File: src/rtl/add_serial_pkg.sv
`default_nettype none
// ============================================================================
// Module      : add_serial_pkg
// Description : Shared state encoding and sizing helpers for the add_serial
//               multi-cycle adder.
// Revision    : 1.0 - initial release
// ============================================================================
package add_serial_pkg;

    // FSM state encoding, kept as plain constants for legacy tools
    typedef logic [1:0] state_t;

    localparam state_t c_idle = 2'd0;
    localparam state_t c_run  = 2'd1;
    localparam state_t c_done = 2'd2;

    // Number of RUN cycles needed to cover all WIDTH bits, DIGIT bits at a time
    function automatic int steps(input int width, input int digit);
        return width / digit;
    endfunction

    // Counter width for a value range 0..value-1; never narrower than one bit
    function automatic int clog2(input int value);
        int r;
        r = 0;
        while ((1 << r) < value) begin
            r = r + 1;
        end
        return (r < 1) ? 1 : r;
    endfunction

endpackage
`default_nettype wire

File: src/rtl/add_serial_fa_digit.sv
`default_nettype none
// ============================================================================
// Module      : fa_digit
// Description : Combinational DIGIT-bit ripple adder built from full-adder
//               equations; one slice reused every cycle by add_serial.
// Revision    : 1.0 - initial release
// ============================================================================
module fa_digit
    import add_serial_pkg::*;
#(
    parameter int DIGIT = 1
) (
    input  logic [DIGIT-1:0] a_d,
    input  logic [DIGIT-1:0] b_d,
    input  logic             c_in,
    output logic [DIGIT-1:0] s_d,
    output logic             c_out
);

    logic [DIGIT:0] w_c;

    assign w_c[0] = c_in;

    generate
        for (genvar i = 0; i < DIGIT; i++) begin : g_bit
            assign s_d[i]   = a_d[i] ^ b_d[i] ^ w_c[i];
            assign w_c[i+1] = (a_d[i] & b_d[i]) | (w_c[i] & (a_d[i] ^ b_d[i]));
        end
    endgenerate

    assign c_out = w_c[DIGIT];

endmodule
`default_nettype wire

File: src/rtl/add_serial.sv
`default_nettype none
// ============================================================================
// Module      : add_serial
// Description : Multi-cycle N-bit adder. Adds a + b + ci DIGIT bits per
//               clock, LSB first, with valid/ready handshakes on both sides.
//               Optional subtract mode enabled by macro ADD_SERIAL_SUB_EN
//               (adds the sub port; sub=1 computes a + ~b + 1).
// Revision    : 1.0 - initial release
// ============================================================================
module add_serial
    import add_serial_pkg::*;
#(
    parameter int WIDTH = 8,
    parameter int DIGIT = 1
) (
    input  logic             clk,
    input  logic             rst,
    input  logic             in_valid,
    output logic             in_ready,
    input  logic [WIDTH-1:0] a,
    input  logic [WIDTH-1:0] b,
    input  logic             ci,
`ifdef ADD_SERIAL_SUB_EN
    input  logic             sub,
`endif
    output logic             out_valid,
    input  logic             out_ready,
    output logic [WIDTH-1:0] s,
    output logic             co,
    output logic             busy
);

    localparam int STEPS = steps(WIDTH, DIGIT);
    localparam int CNT_W = clog2(STEPS);
    localparam logic [CNT_W-1:0] c_last = CNT_W'(STEPS - 1);

    generate
        if ((WIDTH % DIGIT) != 0) begin : g_bad_digit
            $error("add_serial: WIDTH must be a multiple of DIGIT");
        end
    endgenerate

    state_t           r_state;
    logic [CNT_W-1:0] r_cnt;
    logic [WIDTH-1:0] r_a;
    logic [WIDTH-1:0] r_b;
    logic             r_carry;
    logic [WIDTH-1:0] r_s;
    logic             r_co;

    logic [WIDTH-1:0] w_b_in;
    logic             w_c_in;
    logic [DIGIT-1:0] w_a_d;
    logic [DIGIT-1:0] w_b_d;
    logic [DIGIT-1:0] w_s_d;
    logic             w_c_out;

    // Operand conditioning at capture: subtraction folds into a + ~b + 1
    always_comb begin
        w_b_in = b;
        w_c_in = ci;
`ifdef ADD_SERIAL_SUB_EN
        if (sub) begin
            w_b_in = ~b;
            w_c_in = 1'b1;
        end
`endif
    end

    // Select the digit currently being processed from the captured operands
    always_comb begin
        w_a_d = r_a[int'(r_cnt) * DIGIT +: DIGIT];
        w_b_d = r_b[int'(r_cnt) * DIGIT +: DIGIT];
    end

    fa_digit #(
        .DIGIT (DIGIT)
    ) u_fa_digit (
        .a_d   (w_a_d),
        .b_d   (w_b_d),
        .c_in  (r_carry),
        .s_d   (w_s_d),
        .c_out (w_c_out)
    );

    // Handshake FSM, digit counter, operand capture, carry and result registers
    always_ff @(posedge clk) begin
        if (rst) begin
            r_state <= c_idle;
            r_cnt   <= '0;
            r_a     <= '0;
            r_b     <= '0;
            r_carry <= 1'b0;
            r_s     <= '0;
            r_co    <= 1'b0;
        end else begin
            case (r_state)
                c_idle: begin
                    if (in_valid) begin
                        r_a     <= a;
                        r_b     <= w_b_in;
                        r_carry <= w_c_in;
                        r_s     <= '0;
                        r_cnt   <= '0;
                        r_state <= c_run;
                    end
                end
                c_run: begin
                    r_s[int'(r_cnt) * DIGIT +: DIGIT] <= w_s_d;
                    r_carry <= w_c_out;
                    if (r_cnt == c_last) begin
                        r_co    <= w_c_out;
                        r_state <= c_done;
                    end else begin
                        r_cnt <= r_cnt + 1'b1;
                    end
                end
                c_done: begin
                    if (out_ready) begin
                        r_state <= c_idle;
                    end
                end
                default: begin
                    r_state <= c_idle;
                end
            endcase
        end
    end

    // in_ready is the only output that looks at rst directly, so it is never
    // high during reset; everything else decodes registered state only
    assign in_ready  = (r_state == c_idle) && !rst;
    assign out_valid = (r_state == c_done);
    assign busy      = (r_state == c_run) || (r_state == c_done);
    assign s         = r_s;
    assign co        = r_co;

endmodule
`default_nettype wire
File: config.mk
export PLATFORM = sky130hd
export DESIGN_NAME = add_serial
export DESIGN_NICKNAME = d
export VERILOG_FILES = /design/src/rtl/add_serial_pkg.sv /design/src/rtl/add_serial_fa_digit.sv /design/src/rtl/add_serial.sv
export SDC_FILE = /design/constraint.sdc
export NUM_CORES = 1
export LEC_CHECK = 0
export ABC_AREA = 1
export BUFFER_PORTS_ARGS = -buffer_cell sky130_fd_sc_hd__buf_2
export CAP_MARGIN = 0
export CORE_UTILIZATION = 45
export CTS_CLUSTER_DIAMETER = 80
export DETAILED_ROUTE_END_ITERATION = 8
export GPL_ROUTABILITY_DRIVEN = 0
export PLACE_DENSITY = 0.66
export SLEW_MARGIN = 5
export SYNTH_ARGS = -nofsm -noshare
export SYNTH_HDL_FRONTEND = slang
export SYNTH_SLANG_ARGS = --single-unit
File: constraint.sdc
create_clock -name clk -period 2.5 [get_ports clk]
set_input_delay 0.75 -clock clk [delete_from_list [all_inputs] [get_ports clk]]
set_output_delay 0.75 -clock clk [all_outputs]
set_load 0.03 [all_outputs]
==> results.md <==
- Status: complete, no violations
- Clock Tree Buf Depth: 2
- Yosys cell types: 23
- Max-slew headroom: between 60% and 70%
- Synth area leader: dfxtp_1
- Worst R2R Path Depth: 12
- Final core occ: 57.4%
- Clock latency on the worst-skew pair: 280 ps
- Ys flop type: dfxtp_1
- DIE WIDTH: 62.7 µm
- Ys async rst share: 0%
- Mapped Cells: 247
- Hold Crit Class: reg2reg
- Internal power: 1.21 mW
- Port Buf Inserts: 32
- Tot GR Track Use: 20.4%
- Dpl cells: 318
- Max H-tree Level: 2
- Root Driver: clkbuf_8
- CP Capture Type: flop
- CTS sink count: 31
- Hold Path Depth: 2
- Antenna diodes: 0
- Min Tclk post-route: 2200 ps
- Area grow syn2layout: 19.2%
- I/O pins: 33
- Vias in the first global route: roughly 1500
- Startpoint types: flop
- Area of the multi-input gates: just under 900 µm²
- Die area: ~4000 µm²
- Initial DRT Pass Iterations: 4
- Period utilisation layout: 88.2%
- First-pass GRT wire length: 6290 µm
- Cell with the most instances after synthesis: nor2_1
- Critical path arrival: 2420 ps
- Register area: 623 µm²
- Antenna Nets Post-Route: 0
- RSZ-0062 raised after global routing: no
- Max Clock Skew: around 3.8 ps
- Total wire length: between 3000 and 4000 µm
- Filler Cells Inserted: 364
- Setup violations, final: 0
- Avg Inst Size Synth: around 6.7 µm²
- Commonest cells post-synth: nor2_1, nand2_1, dfxtp_1, o21ai_0, inv_1
- Largest net degree at the start of global routing: 21
- Sequential share of power: 31.6%
- FMAX: 454 MHz
- CTS Buf Count: 5
- Cell Area, Synth: roughly 1700 µm²
- Power Density: around 1100 nW/µm²
- Clk pwr share: 20.4%
- Hold Fails Final Rpt: 0
- Initial antenna violation count: 0
- Max Slew Vio Count: 0
- DR iter-0 viols: 73
- #FFs+latches synth: 31
- EDFF count, synth: 0
- Vias: 1592
- Top cells by area, synth: dfxtp_1, nor2_1, nand2_1, o21ai_0, ha_1
- Synth top area share: 37.5%
- Initial Util: 48.1%
- Drt wl/cell: 10.9 µm
- Clock slew at reported path FFs: 70 ps
- Layout cells sized above 1: 19.5%
- Required @ worst endpoint: 2720 ps
- # rows: 21
- Via density: around 4.9
- Post-Syn Nets: 279
- Leak Pwr: 0.942 nW
- Critical Path Fanout Max: 14
- Max IR drop VDD: 0.430 mV
- Max Cap Viol: 0
- Chip height: 62.7 µm
- Nets: between 300 and 400
- Finished Layout Cells: 328
- Combinational share of power: between 40% and 50%
- Switching power share of the total: 43.5%
- Post-synthesis sequential area ratio: a little under two fifths
- Half-perimeter wire length after placement: 2460 µm
- NetSw: around 0.93 mW
- # DRC: 0
- Kind of critical path: reg2reg
- Yosys warns: 0
- Setup TNS: 0 ps
- Core Footprint: 3440 µm²
- Worst Tran Pin Value: between 400 and 500 ps
- TritonCTS clock tree: done
- Gr ovfl total: 0
per-layer routing:
layer  vias up  global-route usage (%)  wire, µm
met5         -                       0         0
met1       699                    22.3      1680
met4         0                    9.30        61
li1        855                       -         -
met2        30                    35.5      1700
met3         8                    6.75       140
worst paths after layout:
kind	start	slack, ps	to
worst min register to register	s[2]$_SDFFE_PP0P_	450	s[2]$_SDFFE_PP0P_
worst max register to register	r_cnt[0]$_SDFFE_PP0P_	300	s[5]$_SDFFE_PP0P_
worst max-delay path	r_cnt[0]$_SDFFE_PP0P_	300	s[5]$_SDFFE_PP0P_
worst min-delay path	s[2]$_SDFFE_PP0P_	450	s[2]$_SDFFE_PP0P_
repair_timing:
action,in CTS,in global routing
buffers inserted,0,1
hold buffers,0,0
endpoints found under the setup margin,0,4
gates resized for setup,0,5
layout make-up:
class | instances | share of cell area (%)
well taps | 46 | 2.92
inverters | 26 | 5.13
clock buffers | 8 | 5.07
repair inverters | 1 | 0.380
repair buffers | 37 | 10.0
flip-flops and latches | 31 | 31.6
multi-input cells | 179 | 44.9
cells in the final DEF, fill, tap and decap left out, types with 7 or more instances in the layout:
cell	count
dfxtp_1	29
a21oi_1	13
buf_2	32
inv_1	23
nand3_1	9
nand2_1	49
nor2_1	53
clkbuf_8	7
o21ai_0	30
ha_1	10
critical path: stages, from the launching register on:
cell      delay [ps]
dfxtp_2          390
buf_4            220
nor2_1            60
nor2_1            70
o21ai_0           80
o211ai_1          80
o21ai_0          140
fa_1             480
inv_1             80
nand3_1          110
nor2_1           170
nand4_1          100
a21oi_1          150
cells by family after synthesis:
kind of cell / share of synthesized area [%]
adder cells (fa/ha/maj): 8.76
flip-flops: 37.5
buffers and inverters: 9.29
AND/OR/NAND/NOR: 28.0
AO/OA/AOI/OAI: 16.5
registers in the layout, indices dropped and copies added, names as in the netlist:
register  cells
r_a           8
r_carry       1
co            1
r_state       2
r_b           8
s             8
r_cnt         3
power groups by stage:
stage                     combinational, mW  sequential [mW]  clock, mW
final                                  1.02            0.673      0.436
after global routing                   1.18            0.686      0.472
after CTS                              1.01            0.667      0.445
after global placement                0.994            0.675          0
after detailed placement               1.00            0.678          0
after floorplan                       0.817            0.666          0
per-stage QoR:
stage                     hold slack (ps)  cell area [µm²]  power [mW]  worst slack, ps
after global placement                444             1850        1.67              293
after floorplan                       450             1660        1.48              373
final                                 455             1970        2.13              295
after CTS                             458             1950        2.12              224
after global routing                  489             1970        2.34             21.1
after detailed placement              448             1850        1.68              248
No activity file was read; power rests on OpenSTA's default activity.
